[src/rtl/sprite_pkg.sv]
// rtl/sprite_pkg.sv - shared descriptor type and default constants for sprite_index_pipe
package sprite_pkg;
  localparam int NUM_CH_DEF  = 4;
  localparam int VIEW_X0_DEF = 203;
  localparam int VIEW_Y0_DEF = 152;
  localparam int VIEW_W_DEF  = 233;
  localparam int VIEW_H_DEF  = 176;
  localparam int IDX_W_DEF   = 18;
  localparam int DIM_W       = 9;
  localparam int COORD_W     = 10;
  localparam int IDX_INT_W   = 20;

  typedef struct packed {
    logic               en;
    logic               dir;
    logic [COORD_W-1:0] pos_x;
    logic [COORD_W-1:0] pos_y;
    logic [3:0]         frame_x;
    logic [3:0]         frame_y;
    logic [DIM_W-1:0]   img_w;
    logic [DIM_W-1:0]   img_h;
    logic [DIM_W-1:0]   sheet_w;
  } sprite_desc_t;
endpackage

[src/rtl/sprite_hit_calc.sv]
// rtl/sprite_hit_calc.sv - per-channel coverage test with frame-local row and column
module sprite_hit_calc
  import sprite_pkg::*;
(
  input  logic                    en,
  input  logic                    in_view,
  input  logic signed [COORD_W:0] rx,
  input  logic signed [COORD_W:0] ry,
  input  logic [COORD_W-1:0]      pos_x,
  input  logic [COORD_W-1:0]      pos_y,
  input  logic [DIM_W-1:0]        img_w,
  input  logic [DIM_W-1:0]        img_h,
  output logic                    hit,
  output logic [DIM_W-1:0]        col,
  output logic [DIM_W-1:0]        row
);
  localparam int EW = COORD_W + 3;

  logic signed [EW-1:0] rx_e, ry_e, lx, rx_end, top, bot;

  // Widened signed so a sprite hanging off the left edge gives a negative lx.
  assign rx_e   = {{2{rx[COORD_W]}}, rx};
  assign ry_e   = {{2{ry[COORD_W]}}, ry};
  assign lx     = $signed({{(EW-COORD_W){1'b0}}, pos_x})
                - $signed({{(EW-DIM_W+1){1'b0}}, img_w[DIM_W-1:1]});
  assign rx_end = lx + $signed({{(EW-DIM_W){1'b0}}, img_w});
  assign top    = $signed({{(EW-COORD_W){1'b0}}, pos_y});
  assign bot    = top + $signed({{(EW-DIM_W){1'b0}}, img_h});

  assign hit = en & in_view & (rx_e >= lx) & (rx_e < rx_end) & (ry_e >= top) & (ry_e < bot);
  assign col = rx_e[DIM_W-1:0] - lx[DIM_W-1:0];
  assign row = ry_e[DIM_W-1:0] - top[DIM_W-1:0];
endmodule

[src/rtl/sprite_index_pipe.sv]
// rtl/sprite_index_pipe.sv - 3-stage multi-channel sprite ROM index generator
// SPRITE_MIRROR_EN enables stored facing and horizontal mirroring.
module sprite_index_pipe
  import sprite_pkg::*;
#(
  parameter int NUM_CH  = NUM_CH_DEF,
  parameter int VIEW_X0 = VIEW_X0_DEF,
  parameter int VIEW_Y0 = VIEW_Y0_DEF,
  parameter int VIEW_W  = VIEW_W_DEF,
  parameter int VIEW_H  = VIEW_H_DEF,
  parameter int IDX_W   = IDX_W_DEF,
  localparam int CH_W   = $clog2(NUM_CH)
) (
  input  logic               Clk,
  input  logic               Reset_n,
  input  logic               frame_start,
  input  logic               pix_valid,
  input  logic [COORD_W-1:0] DrawX,
  input  logic [COORD_W-1:0] DrawY,
  input  logic               cfg_valid,
  output logic               cfg_ready,
  input  logic [CH_W-1:0]    cfg_ch,
  input  logic               cfg_en,
  input  logic               cfg_dir,
  input  logic [COORD_W-1:0] cfg_pos_x,
  input  logic [COORD_W-1:0] cfg_pos_y,
  input  logic [3:0]         cfg_frame_x,
  input  logic [3:0]         cfg_frame_y,
  input  logic [DIM_W-1:0]   cfg_img_w,
  input  logic [DIM_W-1:0]   cfg_img_h,
  input  logic [DIM_W-1:0]   cfg_sheet_w,
  output logic               out_valid,
  output logic               out_in_view,
  output logic               out_hit,
  output logic [CH_W-1:0]    out_ch,
  output logic [IDX_W-1:0]   out_index
);
  localparam int SW = COORD_W + 1;
  localparam logic signed [SW-1:0] VX0 = SW'(VIEW_X0);
  localparam logic signed [SW-1:0] VY0 = SW'(VIEW_Y0);
  localparam logic signed [SW-1:0] VW  = SW'(VIEW_W);
  localparam logic signed [SW-1:0] VH  = SW'(VIEW_H);

  sprite_desc_t shd [NUM_CH];
  sprite_desc_t act [NUM_CH];
  sprite_desc_t wr_desc;
  logic         ready_q;

  assign cfg_ready = ready_q & ~frame_start;

  always_comb begin
    wr_desc         = '0;
    wr_desc.en      = cfg_en;
`ifdef SPRITE_MIRROR_EN
    wr_desc.dir     = cfg_dir;
`endif
    wr_desc.pos_x   = cfg_pos_x;
    wr_desc.pos_y   = cfg_pos_y;
    wr_desc.frame_x = cfg_frame_x;
    wr_desc.frame_y = cfg_frame_y;
    wr_desc.img_w   = cfg_img_w;
    wr_desc.img_h   = cfg_img_h;
    wr_desc.sheet_w = cfg_sheet_w;
  end

  // Writes and commits never coincide: cfg_ready is low during frame_start.
  always_ff @(posedge Clk or negedge Reset_n) begin
    if (!Reset_n) begin
      ready_q <= 1'b0;
      for (int i = 0; i < NUM_CH; i++) begin
        shd[i] <= '0;
        act[i] <= '0;
      end
    end else begin
      ready_q <= 1'b1;
      if (cfg_valid && cfg_ready) shd[cfg_ch] <= wr_desc;
      if (frame_start) begin
        for (int i = 0; i < NUM_CH; i++) act[i] <= shd[i];
      end
    end
  end

  logic signed [SW-1:0] rx_c, ry_c, s1_rx, s1_ry;
  logic                 in_view_c, s1_valid, s1_in_view;

  assign rx_c      = $signed({1'b0, DrawX}) - VX0;
  assign ry_c      = $signed({1'b0, DrawY}) - VY0;
  assign in_view_c = !rx_c[SW-1] && (rx_c < VW) && !ry_c[SW-1] && (ry_c < VH);

  always_ff @(posedge Clk or negedge Reset_n) begin
    if (!Reset_n) begin
      s1_valid   <= 1'b0;
      s1_in_view <= 1'b0;
      s1_rx      <= '0;
      s1_ry      <= '0;
    end else begin
      s1_valid   <= pix_valid;
      s1_in_view <= in_view_c;
      s1_rx      <= rx_c;
      s1_ry      <= ry_c;
    end
  end

  logic [NUM_CH-1:0] hit_v;
  logic [DIM_W-1:0]  col_v [NUM_CH];
  logic [DIM_W-1:0]  row_v [NUM_CH];

  for (genvar g = 0; g < NUM_CH; g++) begin : g_ch
    sprite_hit_calc u_hit (
      .en      (act[g].en),
      .in_view (s1_in_view),
      .rx      (s1_rx),
      .ry      (s1_ry),
      .pos_x   (act[g].pos_x),
      .pos_y   (act[g].pos_y),
      .img_w   (act[g].img_w),
      .img_h   (act[g].img_h),
      .hit     (hit_v[g]),
      .col     (col_v[g]),
      .row     (row_v[g])
    );
  end

  logic             win_hit;
  logic [CH_W-1:0]  win_ch;
  logic [DIM_W-1:0] win_col, win_row, win_iw, win_ih, win_sw;
  logic [3:0]       win_fx, win_fy;
`ifdef SPRITE_MIRROR_EN
  logic             win_dir, s2_dir;
`else
  logic [NUM_CH-1:0] unused_act_dir;
  logic              unused_cfg_dir;
  assign unused_cfg_dir = cfg_dir;
  for (genvar g = 0; g < NUM_CH; g++) begin : g_unused
    assign unused_act_dir[g] = act[g].dir;
  end
`endif

  // Descending scan so the lowest-numbered hitting channel is the last to assign.
  always_comb begin
    win_hit = 1'b0;
    win_ch  = '0;
    win_col = '0;
    win_row = '0;
    win_iw  = '0;
    win_ih  = '0;
    win_sw  = '0;
    win_fx  = '0;
    win_fy  = '0;
`ifdef SPRITE_MIRROR_EN
    win_dir = 1'b0;
`endif
    for (int i = NUM_CH - 1; i >= 0; i--) begin
      if (hit_v[i]) begin
        win_hit = 1'b1;
        win_ch  = CH_W'(i);
        win_col = col_v[i];
        win_row = row_v[i];
        win_iw  = act[i].img_w;
        win_ih  = act[i].img_h;
        win_sw  = act[i].sheet_w;
        win_fx  = act[i].frame_x;
        win_fy  = act[i].frame_y;
`ifdef SPRITE_MIRROR_EN
        win_dir = act[i].dir;
`endif
      end
    end
  end

  logic             s2_valid, s2_in_view, s2_hit;
  logic [CH_W-1:0]  s2_ch;
  logic [DIM_W-1:0] s2_col, s2_row, s2_iw, s2_ih, s2_sw;
  logic [3:0]       s2_fx, s2_fy;

  always_ff @(posedge Clk or negedge Reset_n) begin
    if (!Reset_n) begin
      s2_valid   <= 1'b0;
      s2_in_view <= 1'b0;
      s2_hit     <= 1'b0;
      s2_ch      <= '0;
      s2_col     <= '0;
      s2_row     <= '0;
      s2_iw      <= '0;
      s2_ih      <= '0;
      s2_sw      <= '0;
      s2_fx      <= '0;
      s2_fy      <= '0;
`ifdef SPRITE_MIRROR_EN
      s2_dir     <= 1'b0;
`endif
    end else begin
      s2_valid   <= s1_valid;
      s2_in_view <= s1_in_view;
      s2_hit     <= win_hit;
      s2_ch      <= win_ch;
      s2_col     <= win_col;
      s2_row     <= win_row;
      s2_iw      <= win_iw;
      s2_ih      <= win_ih;
      s2_sw      <= win_sw;
      s2_fx      <= win_fx;
      s2_fy      <= win_fy;
`ifdef SPRITE_MIRROR_EN
      s2_dir     <= win_dir;
`endif
    end
  end

  logic [DIM_W-1:0]     eff_col;
  logic [IDX_INT_W-1:0] row_term, idx_full;
  logic                 s2_take;

`ifdef SPRITE_MIRROR_EN
  assign eff_col = s2_dir ? (s2_iw - DIM_W'(1) - s2_col) : s2_col;
`else
  assign eff_col = s2_col;
`endif
  assign row_term = IDX_INT_W'(s2_fy) * IDX_INT_W'(s2_ih) + IDX_INT_W'(s2_row);
  assign idx_full = row_term * IDX_INT_W'(s2_sw)
                  + IDX_INT_W'(s2_fx) * IDX_INT_W'(s2_iw) + IDX_INT_W'(eff_col);
  assign s2_take  = s2_valid & s2_hit;

  always_ff @(posedge Clk or negedge Reset_n) begin
    if (!Reset_n) begin
      out_valid   <= 1'b0;
      out_in_view <= 1'b0;
      out_hit     <= 1'b0;
      out_ch      <= '0;
      out_index   <= '0;
    end else begin
      out_valid   <= s2_valid;
      out_in_view <= s2_valid & s2_in_view;
      out_hit     <= s2_take;
      out_ch      <= s2_take ? s2_ch : '0;
      out_index   <= s2_take ? IDX_W'(idx_full) : '0;
    end
  end
endmodule

[config.mk]
export PLATFORM = sky130hd
export DESIGN_NAME = sprite_index_pipe
export DESIGN_NICKNAME = d
export VERILOG_FILES = /design/src/rtl/sprite_pkg.sv /design/src/rtl/sprite_hit_calc.sv /design/src/rtl/sprite_index_pipe.sv
export SDC_FILE = /design/constraint.sdc
export NUM_CORES = 2
export LEC_CHECK = 0
export CAP_MARGIN = 5
export CORE_MARGIN = 2
export CORE_UTILIZATION = 57
export CTS_CLUSTER_SIZE = 25
export DETAILED_ROUTE_END_ITERATION = 12
export PLACE_DENSITY = 0.9
export SYNTH_ARGS = -nofsm -noshare
export SYNTH_HDL_FRONTEND = slang
export SYNTH_HIERARCHICAL = 1
export SYNTH_SLANG_ARGS = --single-unit
[constraint.sdc]
create_clock -name Clk -period 8.5 [get_ports Clk]
set_clock_uncertainty 0.15 [all_clocks]
set_input_delay 2.125 -clock Clk [delete_from_list [all_inputs] [get_ports Clk]]
set_output_delay 2.125 -clock Clk [all_outputs]
set_load 0.005 [all_outputs]
* Word level (Yosys, flattened, before mapping)
Cells that the tools add are included.
** Storage, ports and cells
- Bits in registers :: 558
- Input port bits :: 84
- Output and inout bits :: 24
- Logic and storage cells :: 210
** Operators by class
- Add/sub/neg operators :: 25
- Multiply operators :: 3
- Magnitude comparators :: 20
- Muxes and demuxes :: 41
- Bitwise operators :: 25
- Reduce and logical (&&, ||, !) cells :: 7
** Operators by type and width (count)
- bitwise mux 228 bit :: 1
- two-way mux 9 bit :: 20
- demux 57 bit (select 2 bit) :: 1
- >= comparator 11 bit :: 8
- subtractor 9 bit :: 8
- two-way mux 57 bit :: 1
- less-than comparator 11 x 13 -> 1 bit :: 4
- adder 11 x 10 -> 12 bit :: 4
- less-than comparator 11 x 12 -> 1 bit :: 4
- adder 10 x 9 -> 11 bit :: 4
- subtractor 10 x 8 -> 11 bit :: 4
- two-way mux 4 bit :: 8
- multiplier 4 x 9 -> 13 bit :: 2
- AND 1 bit :: 23
- less-than comparator 11 x 9 -> 1 bit, second input constant :: 2
- subtractor 10 x 8 -> 11 bit, second input constant :: 2
- adder 18 x 13 -> 18 bit :: 1
- adder 18 x 9 -> 18 bit :: 1
- multiplier 14 x 9 -> 18 bit :: 1
- two-way mux 18 bit :: 1
- adder 13 x 9 -> 14 bit :: 1
- two-way mux 2 bit :: 5
- logical AND 1 bit :: 5
- two-way mux 1 bit :: 4
- 5 further kinds :: 6

* Longest topological paths before layout
- Depth after elaboration :: 10
- Mapped depth :: 35
- Mapped depth without buffers :: 35

* Modules after synthesis
Netlist, hierarchy kept.
** Modules (own cells, without submodules)
- sprite_index_pipe :: times used 1, cells each 2170, area an instance 27570.2 sq um, sequential area each 13863.3 sq um
- sprite_hit_calc (g_ch[1].u_hit ...) :: times used 3, cells each 346, area an instance 2663.8 sq um, sequential area each 0.0 sq um
- sprite_hit_calc (g_ch[0].u_hit) :: times used 1, cells each 342, area an instance 2557.5 sq um, sequential area each 0.0 sq um

* Least setup slack after synthesis
Ideal clock, no wire load.
- Kind :: reg2reg
- Start :: reg s2_fy[1]
- End :: reg out_index[17]
- Setup time :: 0.072 ns
- Arrival :: 8.112 ns
- Data required time :: 8.278 ns
- Path slack :: 0.166 ns
- Cell stages (with the launch flop) :: 34
- Path buffers :: 0
- Clock period less this slack :: 8.334 ns
- Cell sequence :: dfrtp_1 nand2_1 fa_1 fa_1 fa_1 inv_1 ha_1 o21ai_0 nor2_1 o21a_1 nor2_1 xnor2_1 and2_1 fa_1 inv_1 fa_1 inv_1 fa_1 inv_1 fa_1 inv_1 fa_1 inv_1 fa_1 inv_1 ha_1 o21a_1 o21ai_1 a211oi_1 o31ai_1 a211oi_1 a31oi_1 xnor3_1 nor2_1
** On the way
- Cells in the longest elaborated chain, start to end :: 6
** Ends and longest elaborated chain
- start: declaration :: line sprite_index_pipe.sv:174 : logic [3:0] s2_fx, s2_fy;
- start signal: assignment :: line sprite_index_pipe.sv:203 : s2_fy <= win_fy;
- multiplier 4 x 9 -> 13 bit :: line sprite_index_pipe.sv:219 : assign row_term = IDX_INT_W'(s2_fy) * IDX_INT_W'(s2_ih) + IDX_INT_W'(s2_row);
- adder 13 x 9 -> 14 bit :: line sprite_index_pipe.sv:219
- multiplier 14 x 9 -> 18 bit :: line sprite_index_pipe.sv:220 : assign idx_full = row_term * IDX_INT_W'(s2_sw)
- adder 18 x 13 -> 18 bit :: line sprite_index_pipe.sv:221 : + IDX_INT_W'(s2_fx) * IDX_INT_W'(s2_iw) + IDX_INT_W'(eff_col);
- adder 18 x 9 -> 18 bit :: line sprite_index_pipe.sv:221
- two-way mux 18 bit :: line sprite_index_pipe.sv:236 : out_index <= s2_take ? IDX_W'(idx_full) : '0;
- end signal: assignment :: line sprite_index_pipe.sv:236
- end: declaration :: line sprite_index_pipe.sv:36 : output logic [IDX_W-1:0] out_index
No other way between the ends.
A chain may end at the register's enable or synchronous reset.

* Worst setup path after layout
- Start :: reg s2_fy[2]
- End :: reg out_index[17]
The elaborated chain is that of the path after synthesis.

==> flow_summary.json <==
{
  "outcome": "complete, no violations",
  "global_route.overflow_total": 0,
  "largest_net_degree_at_the_start_of_global_routing": 156,
  "hold_path_class": "flip-flop to flip-flop",
  "syn_avg_cell_area_sq_um": 10.7,
  "clock_sink_count": 554,
  "clock_tree.buffer_depth": 3,
  "cp_class": "flip-flop to flip-flop",
  "area.growth.synth_to_final_pct": 12.6,
  "row_count": 94,
  "synth_top_cells_by_area": "sky130_fd_sc_hd__dfrtp_1 (36%), sky130_fd_sc_hd__mux2_2 (13%), sky130_fd_sc_hd__ha_1 (12%), sky130_fd_sc_hd__fa_1 (8.2%), sky130_fd_sc_hd__inv_1 (3.6%)",
  "power_switching_share_pct": 40.7,
  "finalSetupViolCount": 0,
  "tightestPinTransition_ns": 1.06,
  "placement.io_buffers": 106,
  "cell_count_after_placement": 4505,
  "finalNetCount": 4310,
  "ant_nets": 0,
  "post_synth_instance_area_sq_mm": 0.0381,
  "worst-endpoint-arrival_ns": 8.86,
  "path_max_fanout": 8,
  "synth_largest_area_cell": "sky130_fd_sc_hd__dfrtp_1",
  "synth-edff-count": 0,
  "cp_slowest_cell": "sky130_fd_sc_hd__fa_1",
  "syn_inst": 3550,
  "global_route.usage.total_pct": 28.0,
  "design.portCount": 108,
  "chipWidth_microns": 263,
  "grt_setup_unrepaired": "true",
  "whs_path_depth": 0,
  "path_common_cell": "sky130_fd_sc_hd__fa_1",
  "synth_warnings": 6,
  "clock_tree_from_tritoncts": "built",
  "grt_first_pass_wirelength_microns": 154000,
  "grt_pass1_vias": 28957,
  "route.vias.total": 28163,
  "crit_family": "adder cells",
  "cts-buffers-inserted": 58,
  "clkTransAtPathRegs_ns": 0.07,
  "drive_above_1_share_pct": 20.7,
  "postCtsHoldBufs": 0,
  "rrSetupSlack_ns": 0.07,
  "period_share_pct": 99.2,
  "worstSetupStartpoint": "s2_fy[2]",
  "drt_pass1_iterations": 6,
  "holdCritStartpoint": "s1_valid",
  "total_of_max_cap_violations": 0,
  "critPathBufInv": 7,
  "power.share.combinational_pct": 51.5,
  "period_minus_slack_ns": 8.43,
  "synth.ff_latch_count": 554,
  "design.die.area_sq_mm": 0.0690,
  "reg2regPathDepth": 32,
  "synth.cells.most_frequent": "sky130_fd_sc_hd__dfrtp_1 (554), sky130_fd_sc_hd__mux2_2 (448), sky130_fd_sc_hd__ha_1 (363), sky130_fd_sc_hd__inv_1 (361), sky130_fd_sc_hd__nor2_1 (199)",
  "cts-htree-levels": 2,
  "synth.top_cell.area_share_pct": 36.4,
  "fmaxAchievable_mhz": 119,
  "mappedNetlistNets": 4154,
  "most_used_flip_flop_cell_after_synthesis": "sky130_fd_sc_hd__dfrtp_1",
  "ir_drop_mv": 0.270,
  "power_switching_mw": 5.26,
  "power_leakage_nw": 20.1,
  "initial_core_util_pct": 57.8,
  "crit_path_end_kind": "flip-flop",
  "power.density_cell_area_mw_per_mm2": 301,
  "hold_slack_ns": 0.199,
  "worstPathRequired_ns": 8.93,
  "holdPathEnd": "s2_valid",
  "clk-insertion-delay-late_ns": 0.68,
  "ctsRootBufferMaster": "sky130_fd_sc_hd__clkbuf_16",
  "drt-wirelength-per-cell_microns": 21.3,
  "power.internal_mw": 7.67,
  "worst_path_largest_cell_delay_ns": 0.58,
  "synth_sequential_area_ratio_pct": 36.4,
  "report.final.slew_viol_count": 0,
  "finalNonFillerCells": 4619,
  "synthArstFlopShare_pct": 100,
  "startpoint_type": "flip-flop",
  "rr_endpoint": "out_index[17]",
  "power_frac_clock_pct": 19.6,
  "core_region_area_sq_mm": 0.0660,
  "via_per_inst": 6.10,
  "rr_startpoint": "s2_fy[2]",
  "finalWeightedCongestion": 0.956,
  "timing.max_slew.rel_slack_pct": 29.5,
  "grt_antenna_before_repair": 11,
  "hpwlAfterDp_microns": 69600,
  "p_seq_share_pct": 28.9,
  "drt-initial-drc-count": 2466,
  "postRouteWirelength_microns": 98600,
  "drc_violations_left": 0,
  "post-synth-top-count-cell": "sky130_fd_sc_hd__dfrtp_1",
  "final-hold-violation-count": 0,
  "ys_types": 94,
  "die_height_microns": 263
}
-- layer usage --
metal  share of wire (%)  track usage, %  up-vias
met5               0.082               0        -
met4                 5.5            14.6       14
met3                 7.8            5.47      353
met2                  47            46.0     1143
met1                  39            35.1    14038
li1                    -               -    12615
-- kinds of logic (layout without fill, tap and decap cells) --
logic type / after synthesis / count (layout) / share of synthesized area, %
DFF: 554 / 554 / 36.4
AOI/OAI and AO/OA: 643 / 643 / 11.6
buffers and inverters: 463 / 664 / 4.61
xor gates and xnor gates: 185 / 185 / 4.35
and+or+nand+nor: 733 / 733 / 9.56
other: 1 / 5 / 0.00984
adders and majority gates: 521 / 521 / 20.2
muxes: 450 / 450 / 13.3
-- layout make-up --
class                   count  area (sq um)
flip-flops and latches    554         13900
clock buffers              71          1560
multi-input cells        2533         22900
clock inverters            34           343
repair buffers            195          1790
fillers                  4527         23100
inverters                 364          1370
diodes                      4          10.0
well taps                 864          1080
-- registers in the layout, summed over array words and instances (netlist names) --
signal,count
s2_in_view,1
s2_ih,9
s2_hit,1
s2_fy,4
out_valid,1
s2_fx,4
s2_row,9
out_index,18
out_in_view,1
out_hit,1
s1_rx,11
ready_q,1
s1_in_view,1
s1_valid,1
s2_iw,9
shd,224
s2_sw,9
eff_col,9
s2_valid,1
act,224
s2_ch,2
out_ch,2
s1_ry,11
-- cell usage in the layout (no fill, tap or decap), types with 43 or more instances in the layout --
master / instances
sky130_fd_sc_hd__mux2_2: 448
sky130_fd_sc_hd__and2_1: 96
sky130_fd_sc_hd__clkdlybuf4s50_1: 104
sky130_fd_sc_hd__nand2_1: 181
sky130_fd_sc_hd__clkbuf_16: 58
sky130_fd_sc_hd__a22oi_1: 52
sky130_fd_sc_hd__inv_1: 352
sky130_fd_sc_hd__fa_1: 155
sky130_fd_sc_hd__xnor2_1: 103
sky130_fd_sc_hd__o21ai_0: 136
sky130_fd_sc_hd__xor2_1: 75
sky130_fd_sc_hd__a21o_1: 43
sky130_fd_sc_hd__ha_1: 350
sky130_fd_sc_hd__nor2_1: 197
sky130_fd_sc_hd__buf_4: 84
sky130_fd_sc_hd__dfrtp_1: 553
sky130_fd_sc_hd__a21oi_1: 172
-- what timing repair did --
item                       in CTS  in global routing
resized for setup              10                 59
pin swaps                      10                 47
setup endpoints to repair       7                  9
buffers inserted                1                  4
-- power groups by stage --
stage	Combinational (mW)	Sequential (mW)	Clock, mW
after global routing	7.30	3.79	2.67
final	6.65	3.74	2.53
after floorplan	5.14	3.52	0
after CTS	6.53	3.72	2.56
after detailed placement	6.40	3.75	0
after global placement	6.09	3.70	0
-- worst max path at each step --
stage / cells after the start / slack [ns] / endpoint
2_1_floorplan: 33 / 0.17 / out_index[17]
3_3_place_gp: 34 / -0.11 / out_index[17]
3_5_place_dp: 33 / -0.32 / out_index[17]
4_1_cts: 32 / 0.02 / out_index[17]
5_1_grt: 33 / -0.25 / out_index[17]
6_report: 32 / 0.07 / out_index[17]
-- through the flow --
stage | worst slack [ns] | instance area (sq um) | TNS, ns | util (%) | power, mW
3_3_place_gp | -0.108 | 40600 | -0.108 | 61.5 | 9.79
2_1_floorplan | 0.166 | 38100 | 0 | - | 8.66
3_5_place_dp | -0.319 | 40600 | -0.664 | 61.5 | 10.1
6_report | 0.0658 | 42900 | 0 | 65.0 | 12.9
5_1_grt | -0.249 | 42900 | -0.722 | 65.0 | 13.8
4_1_cts | 0.0152 | 42600 | 0 | 64.5 | 12.8
Note: power is estimated with default switching activity, not from simulation.
